File: src/rtl/mem_io_pkg.sv
`default_nettype none
// ============================================================================
//  Module      : mem_io_pkg
//  Description : Shared types and constants for the LC-3 memory/IO responder.
//  Revision    : 1.0 - initial release
// ============================================================================
package mem_io_pkg;

    // Responder sequencing states
    typedef enum logic [1:0] {
        IDLE   = 2'd0,
        ACCESS = 2'd1,
        DONE   = 2'd2,
        HOLD   = 2'd3
    } state_t;

    // Default memory-mapped I/O address (switches in / hex display out)
    localparam logic [15:0] IO_ADDR_DEFAULT = 16'hFFFF;

    // Width of the SRAM wait-cycle counter
    localparam int CNT_W = 4;

endpackage
`default_nettype wire

File: src/rtl/mem_io_regs.sv
`default_nettype none
// ============================================================================
//  Module      : mem_io_regs
//  Description : Hex display register and read-data select (switches vs SRAM).
//  Revision    : 1.0 - initial release
// ============================================================================
module mem_io_regs (
    input  logic        clk_i,
    input  logic        rst_i,
    input  logic        hex_load_i,
    input  logic [15:0] hex_data_i,
    input  logic        io_sel_i,
    input  logic [15:0] sw_i,
    input  logic [15:0] sram_data_i,
    output logic [15:0] hex_o,
    output logic [15:0] rd_data_o
);

    logic [15:0] hex_q;

    // Display register: loaded only by an I/O write, cleared by reset
    always_ff @(posedge clk_i) begin
        if (rst_i) begin
            hex_q <= 16'h0000;
        end else if (hex_load_i) begin
            hex_q <= hex_data_i;
        end
    end

    assign hex_o     = hex_q;
    // Read source: switches for an I/O read, otherwise the SRAM data bus
    assign rd_data_o = io_sel_i ? sw_i : sram_data_i;

endmodule
`default_nettype wire

File: src/rtl/mem_io_responder.sv
`default_nettype none
// ============================================================================
//  Module      : mem_io_responder
//  Description : MAR/MDR memory responder: async SRAM with programmable wait
//                cycles, one memory-mapped I/O address, one-cycle ready pulse.
//  Revision    : 1.0 - initial release
// ============================================================================
module mem_io_responder
    import mem_io_pkg::*;
#(
    parameter int          WAIT_CYCLES = 2,
    parameter logic [15:0] IO_ADDR     = IO_ADDR_DEFAULT
) (
    input  logic        Clk,
    input  logic        Reset_ah,
    input  logic        MEM_RD,
    input  logic        MEM_WR,
    input  logic [15:0] MAR,
    input  logic [15:0] MDR,
    output logic [15:0] MDR_In,
    output logic        R,
    input  logic [15:0] SW,
    output logic [15:0] HEX_Data,
    output logic [15:0] SRAM_ADDR,
    output logic [15:0] SRAM_DQ_out,
    input  logic [15:0] SRAM_DQ_in,
    output logic        SRAM_CE_N,
    output logic        SRAM_OE_N,
    output logic        SRAM_WE_N
);

    localparam logic [CNT_W-1:0] c_WAIT = WAIT_CYCLES[CNT_W-1:0];

    state_t           state_q;
    logic [CNT_W-1:0] cnt_q;
    logic [15:0]      addr_q;
    logic [15:0]      data_q;
    logic             wr_q;
    logic [15:0]      mdr_in_q;
    logic             r_q;
    logic             ce_n_q;
    logic             oe_n_q;
    logic             we_n_q;

    logic             w_req;
    logic             w_is_io;
    logic             w_hex_load;
    logic             w_io_sel;
    logic [15:0]      w_rd_data;

    assign w_req      = MEM_RD | MEM_WR;
    assign w_is_io    = (MAR == IO_ADDR);
    // A simultaneous read+write request is treated as a write
    assign w_hex_load = (state_q == IDLE) && w_req && w_is_io && MEM_WR;
    // Switches are only read on the accepting edge in IDLE
    assign w_io_sel   = (state_q == IDLE);

    mem_io_regs u_regs (
        .clk_i       (Clk),
        .rst_i       (Reset_ah),
        .hex_load_i  (w_hex_load),
        .hex_data_i  (MDR),
        .io_sel_i    (w_io_sel),
        .sw_i        (SW),
        .sram_data_i (SRAM_DQ_in),
        .hex_o       (HEX_Data),
        .rd_data_o   (w_rd_data)
    );

    // Request sequencing, wait counting and registered SRAM strobes
    always_ff @(posedge Clk) begin
        if (Reset_ah) begin
            state_q  <= IDLE;
            cnt_q    <= '0;
            addr_q   <= 16'h0000;
            data_q   <= 16'h0000;
            wr_q     <= 1'b0;
            mdr_in_q <= 16'h0000;
            r_q      <= 1'b0;
            ce_n_q   <= 1'b1;
            oe_n_q   <= 1'b1;
            we_n_q   <= 1'b1;
        end else begin
            r_q <= 1'b0;
            case (state_q)
                IDLE: begin
                    if (w_req) begin
                        addr_q <= MAR;
                        data_q <= MDR;
                        wr_q   <= MEM_WR;
                        if (w_is_io) begin
                            // I/O completes at this edge; display load is in u_regs
                            if (!MEM_WR) begin
                                mdr_in_q <= w_rd_data;
                            end
                            r_q     <= 1'b1;
                            state_q <= DONE;
                        end else begin
                            cnt_q   <= c_WAIT;
                            ce_n_q  <= 1'b0;
                            oe_n_q  <= MEM_WR;
                            we_n_q  <= ~MEM_WR;
                            state_q <= ACCESS;
                        end
                    end
                end
                ACCESS: begin
                    if (cnt_q != '0) begin
                        cnt_q <= cnt_q - 1'b1;
                    end else begin
                        if (!wr_q) begin
                            mdr_in_q <= w_rd_data;
                        end
                        ce_n_q  <= 1'b1;
                        oe_n_q  <= 1'b1;
                        we_n_q  <= 1'b1;
                        r_q     <= 1'b1;
                        state_q <= DONE;
                    end
                end
                DONE: begin
                    state_q <= HOLD;
                end
                HOLD: begin
                    // Wait for the CPU to drop its level request so it is not serviced twice
                    if (!w_req) begin
                        state_q <= IDLE;
                    end
                end
                default: begin
                    state_q <= IDLE;
                end
            endcase
        end
    end

    assign MDR_In      = mdr_in_q;
    assign R           = r_q;
    assign SRAM_ADDR   = addr_q;
    assign SRAM_DQ_out = data_q;
    assign SRAM_CE_N   = ce_n_q;
    assign SRAM_OE_N   = oe_n_q;
    assign SRAM_WE_N   = we_n_q;

endmodule
`default_nettype wire

File: config.mk
export PLATFORM = sky130hd
export DESIGN_NAME = mem_io_responder
export DESIGN_NICKNAME = d
export VERILOG_FILES = /design/src/rtl/mem_io_pkg.sv /design/src/rtl/mem_io_regs.sv /design/src/rtl/mem_io_responder.sv
export SDC_FILE = /design/constraint.sdc
export NUM_CORES = 1
export LEC_CHECK = 0
export ABC_CLOCK_PERIOD_IN_PS = 1750
export CAP_MARGIN = 20
export CORE_MARGIN = 2
export CORE_UTILIZATION = 39
export CTS_BUF_LIST = sky130_fd_sc_hd__clkbuf_16
export DETAILED_ROUTE_END_ITERATION = 10
export GPL_TIMING_DRIVEN = 1
export PLACE_DENSITY_LB_ADDON = 0.1
export SYNTH_ARGS = -nofsm -noshare
export SYNTH_HDL_FRONTEND = slang
export SYNTH_HIERARCHICAL = 1
export SYNTH_SLANG_ARGS = --single-unit
export TNS_END_PERCENT = 20
File: constraint.sdc
create_clock -name Clk -period 1.75 [get_ports Clk]
set_input_delay 0.175 -clock Clk [delete_from_list [all_inputs] [get_ports Clk]]
set_output_delay 0.175 -clock Clk [all_outputs]
set_load 0.03 [all_outputs]
# After elaboration in Yosys (flattened, before gate mapping)
# Index checks and enable logic that the tools add are counted.
# Widths: inputs -> output; s select.
dict set report classes {
  add_sub_neg 1
  n_eq_ne 12
  muxes 30
  n_bitwise 2
  n_reduce_logical 11
}
# operator count
set op_table {}
lappend op_table {{$mux 16} 6}
lappend op_table {{$pmux 16 s2} 1}
lappend op_table {{$eq 16x16->1 const B} 1}
lappend op_table {{$ne 2x2->1 const B} 8}
lappend op_table {{$mux 4} 3}
lappend op_table {{$mux 1} 10}
lappend op_table {{$mux 2} 4}
lappend op_table {{$pmux 1 s2} 4}
lappend op_table {{$pmux 2 s4} 1}
lappend op_table {{$pmux 4 s2} 1}
lappend op_table {{$reduce_and 4->1} 2}
lappend op_table {{$reduce_and 6->1} 1}
lappend op_table {{$eq 2x2->1 const B} 2}
lappend op_table {{$reduce_bool 4->1} 1}
lappend op_table {{$sub 4x1->4 const B} 1}
lappend op_table {{$logic_and 1x1->1} 3}
lappend op_table {{$reduce_and 3->1} 1}
lappend op_table {{$eq 2x1->1 const B} 1}
lappend op_table {{$logic_not 2->1} 1}
lappend op_table {{$reduce_and 2->1} 1}
lappend op_table {{$reduce_bool 2->1} 1}
lappend op_table {{$not 1->1} 1}
lappend op_table {{$or 1x1->1} 1}
dict set report word_totals {
  register_bits 75
  out_inout_bits 68
}

# Longest topological paths before layout
dict set report depth {
  depth_word 6
  mapped_depth 9
}

# By module
# The synthesis kept the hierarchy.
# mod instances cells_each area_per_inst_um2 seq_area_each_um2
set by_module_without_submodules {}
lappend by_module_without_submodules {mem_io_responder 1 278 2437.3 1181.1}
lappend by_module_without_submodules {mem_io_regs 1 70 824.5 320.3}

# Worst setup path before layout
# Ideal clock, no wire load.
dict set report synth_timing {
  path_kind {reg-to-reg}
  start {register state_q[1]}
  end {register mdr_in_q[10], in the netlist MDR_In[10]}
  setup_ns 0.128
  arrival_time_ns 1.634
  t_required_ns 1.622
  setup_slack_ns -0.012
  stages_incl_launch_ff 10
  path_buffers 2
  synth_period_minus_slack_ns 1.762
  cell_sequence {dfxtp_1 inv_1 ha_1 buf_2 nand4bb_1 o22ai_1 nand3_4 buf_6 mux2i_1 nor2_1}
}
dict set report synth_via {
  elab_chain_cells 6
}
# item line
set synth_rtl {}
lappend synth_rtl {{start: declaration} mem_io_responder.sv:34} ;# state_t state_q;
lappend synth_rtl {{start signal: assignment} mem_io_responder.sv:73} ;# state_q <= IDLE;
lappend synth_rtl {{start signal: assignment} mem_io_responder.sv:97} ;# state_q <= DONE;
lappend synth_rtl {{start signal: assignment} mem_io_responder.sv:103} ;# state_q <= ACCESS;
lappend synth_rtl {{$logic_not 2->1} {mem_io_responder.sv:56, mem_io_responder.sv:85}}
lappend synth_rtl {{$mux 16} mem_io_regs.sv:32} ;# assign rd_data_o = io_sel_i ? sw_i : sram_data_i;
lappend synth_rtl {{$mux 16} mem_io_responder.sv:93} ;# if (!MEM_WR) begin
lappend synth_rtl {{$mux 16} mem_io_responder.sv:91} ;# if (w_is_io) begin
lappend synth_rtl {{$mux 16} mem_io_responder.sv:87} ;# if (w_req) begin
lappend synth_rtl {{$pmux 16 s2} mem_io_responder.sv:85} ;# case (state_q)
lappend synth_rtl {{end signal: assignment} mem_io_responder.sv:94} ;# mdr_in_q <= w_rd_data;
lappend synth_rtl {{end signal: assignment} mem_io_responder.sv:112} ;# mdr_in_q <= w_rd_data;
lappend synth_rtl {{end: declaration} mem_io_responder.sv:39} ;# logic [15:0] mdr_in_q;
# Parallel ways exist; a longest one is shown, timed or not. The select of a mux whose other input is x is not followed.
# A chain may end at the register's enable or synchronous reset.

# Final worst setup path
dict set report layout_timing {
  start {register cnt_q[1]}
  end {register mdr_in_q[12], in the netlist MDR_In[12]}
}
dict set report layout_via {
  elab_chain_cells 3
}
# item line
set layout_rtl {}
lappend layout_rtl {{start: declaration} mem_io_responder.sv:35} ;# logic [CNT_W-1:0] cnt_q;
lappend layout_rtl {{start signal: assignment} mem_io_responder.sv:99} ;# cnt_q <= c_WAIT;
lappend layout_rtl {{start signal: assignment} mem_io_responder.sv:109} ;# cnt_q <= cnt_q - 1'b1;
lappend layout_rtl {{$reduce_bool 4->1} mem_io_responder.sv:108} ;# if (cnt_q != '0) begin
lappend layout_rtl {{$ne 2x2->1 (no line)} n/a}
lappend layout_rtl {{$reduce_and 6->1 (no line)} n/a}
# No other way between the ends.

==> impl_metrics.ini <==
[timing]
post-route-period-util = 0.959
setup_viol = 0
worst_pin_slew_ps = 514
whs_ps = 126
max_freq_mhz = 596
min_period_ps = 1680
maxSlewHeadroom = 0.658
setup_tns_ps = 0
slew_viol_final = 0
fin_skew_ps = 4.50
hold_violations = 0

[power_and_ir_drop]
vdd_drop_max_mv = 0.880
pwr-share-seq = 0.272
p_int_mw = 5.25
power.total_mw = 8.37
pwr-share-clk = 0.239
power_density_nw_per_um2 = 1580
p_sw_mw = 3.12
leakagePower_nw = 2.25
power_frac_comb = 0.489
switching_share = 0.372

[global_route]
antenna_found_initial = 0
grt_usage = 0.186
grt_pass1_wl_mm = 12.9
grt_max_degree = 48
overflow = 0
grt_pass1_vias = 2670

[layout]
layout-drive-gt1-share = 0.163
finalNonFillerCells = 608
layout.nets = 570
layout_commonest_cell = clkdlybuf4s50_1
area_growth_pct = 62.4
multi_input_area_um2 = 1660
final_cell_mix = clkdlybuf4s50_1 (122), dfxtp_1 (74), nand2_1 (69)
register_area_um2 = 1500
final_util = 0.648
nFillCells = 703

[critical_path]
r2r_slack_ps = 70
r2r-start = cnt_q[1]
path_max_fanout = 8
timing.rr.end = MDR_In[12]
reg2reg_depth = 8
worstPathArrival_ps = 1880
worstPathRequired_ps = 1950
start_kind = register
crit_type = register to register
endpoint_kind = register

[floorplanning]
io_pins = 136
die_area_um2 = 9110
core_area_um2 = 8180
initial_core_util = 0.399
die_x_um = 95.5
rows = 33
die_h_um = 95.5

[cts]
clock_sinks = 75
clk_pin_slew_ps = 60
clk_latency_ps = 330
clock_path_buffers = 2
h-tree-depth = 3
cts_buffers = 9
cts_tree = yes
cts_hold_buf = 0
cts-root-buf = clkbuf_16

[drt]
drc_errors = 0
avgViaCountPerCell = 4.88
antenna_left = 0
drtPass1Iterations = 4
drt-wirelength-per-cell_um = 14.9
via_count = 2969
initialDrtViolationCount = 51
wirelength_mm = 9.08

[status]
status = finished clean

[min_path]
holdPathEnd = SRAM_ADDR[8]
hold_class = input pin to register
min_from = MAR[8]
hold_depth = 3

[synthesis]
synth_nets = 421
ys_types = 44
async_flop_share = 0
synth.area.top_cells = dfxtp_1 (46%), mux2i_1 (10%), nand2_1 (7.9%)
synth_area_leader_cell = dfxtp_1
ys.flop_type = dfxtp_1
ys_ff_latch = 75
ys_seq_area_frac = 0.460
netlist_area_um2 = 3260
ys_warn_count = 6
syn_area_per_cell_um2 = 9.37
netlist.area_leader.share = 0.460
synth_edf_count = 0
netlist_instances = 348

[place]
place_hpwl_mm = 6.42
port_buffers = 135
gp_congestion = 0.796
dp_cells = 586

[job]
cap_violations = 0
-- per-stage QoR --
step           worst slack, ps  cell area [um2]
6_report                  72.3             5300
4_1_cts                   15.8             5130
3_5_place_dp              -285             4810
5_1_grt                  -19.2             5290
2_1_floorplan             33.8             3270
3_3_place_gp              -276             4810
-- worst max-delay path, stage by stage, from the launching register on --
cell       delay [ps]
dfxtp_1           320
inv_1             120
ha_4              170
nand4bb_1         180
o22ai_2           210
nand3_4           130
buf_12            180
mux2i_2           180
nor2_1             50
-- cell type report --
type	count	share of cell area
Multi-Input combinational cell	242	0.313
Timing Repair Buffer	161	0.311
Sequential cell	75	0.284
Clock buffer	9	0.0425
Tap cell	105	0.0248
Clock inverter	7	0.0187
Inverter	8	0.00567
Antenna cell	1	0.000472
-- flip-flops by register name (all words and copies together) (netlist names) --
name	flops
MDR_In	16
SRAM_ADDR	16
SRAM_DQ_out	16
u_regs/hex_o	16
cnt_q	4
state_q	2
R	1
SRAM_CE_N	1
SRAM_OE_N	1
SRAM_WE_N	1
wr_q	1
-- Yosys cell counts (2+ instances only) --
cell type  number
nor2_1         44
clkbuf_1       13
a21oi_1        37
ha_1            5
mux2_4         10
mux2i_1        34
buf_2           4
dfxtp_1        75
nand2_1        69
nand4_1         2
inv_1           8
o21ai_0         4
a211oi_1        3
buf_6           3
a221oi_2        2
nor3_1          2
mux2_2          6
-- power by group through the flow --
stage / Clock (mW) / Combinational [mW] / Sequential [mW]
finish: 2.00 / 4.09 / 2.28
global route: 2.11 / 4.40 / 2.32
CTS: 2.04 / 3.87 / 2.27
detailed placement: 0 / 3.85 / 2.30
global placement: 0 / 3.80 / 2.29
floorplan: 0 / 1.93 / 2.89
-- kinds of logic after synthesis --
logic type / Yosys count / share of synthesized area
and+or+nand+nor: 129 / 0.179
DFF: 75 / 0.460
AOI/OAI and AO/OA: 58 / 0.118
muxes: 50 / 0.171
buffers and inverters: 31 / 0.0525
adders and majority gates: 5 / 0.0192
-- routing by layer --
metal	GRT usage	vias up	routed length [um]
li1	-	1477	-
met1	0.230	1397	3970
met2	0.303	74	4440
met3	0.0364	21	402
met4	0.100	0	265
met5	0	-	0
-- worst max-delay path by stage --
stage | from | end
2_1_floorplan | state_q[1] | MDR_In[10]
3_3_place_gp | MAR[15] | u_regs/hex_o[10]
3_5_place_dp | MAR[0] | u_regs/hex_o[10]
4_1_cts | cnt_q[0] | state_q[0]
5_1_grt | cnt_q[1] | MDR_In[12]
6_report | cnt_q[1] | MDR_In[12]
-- repair_timing --
action	CTS	global route
endpoints found under the setup margin	0	41
resized for setup	0	27
buffers inserted	0	2
Note: power is estimated with default switching activity, not from simulation.
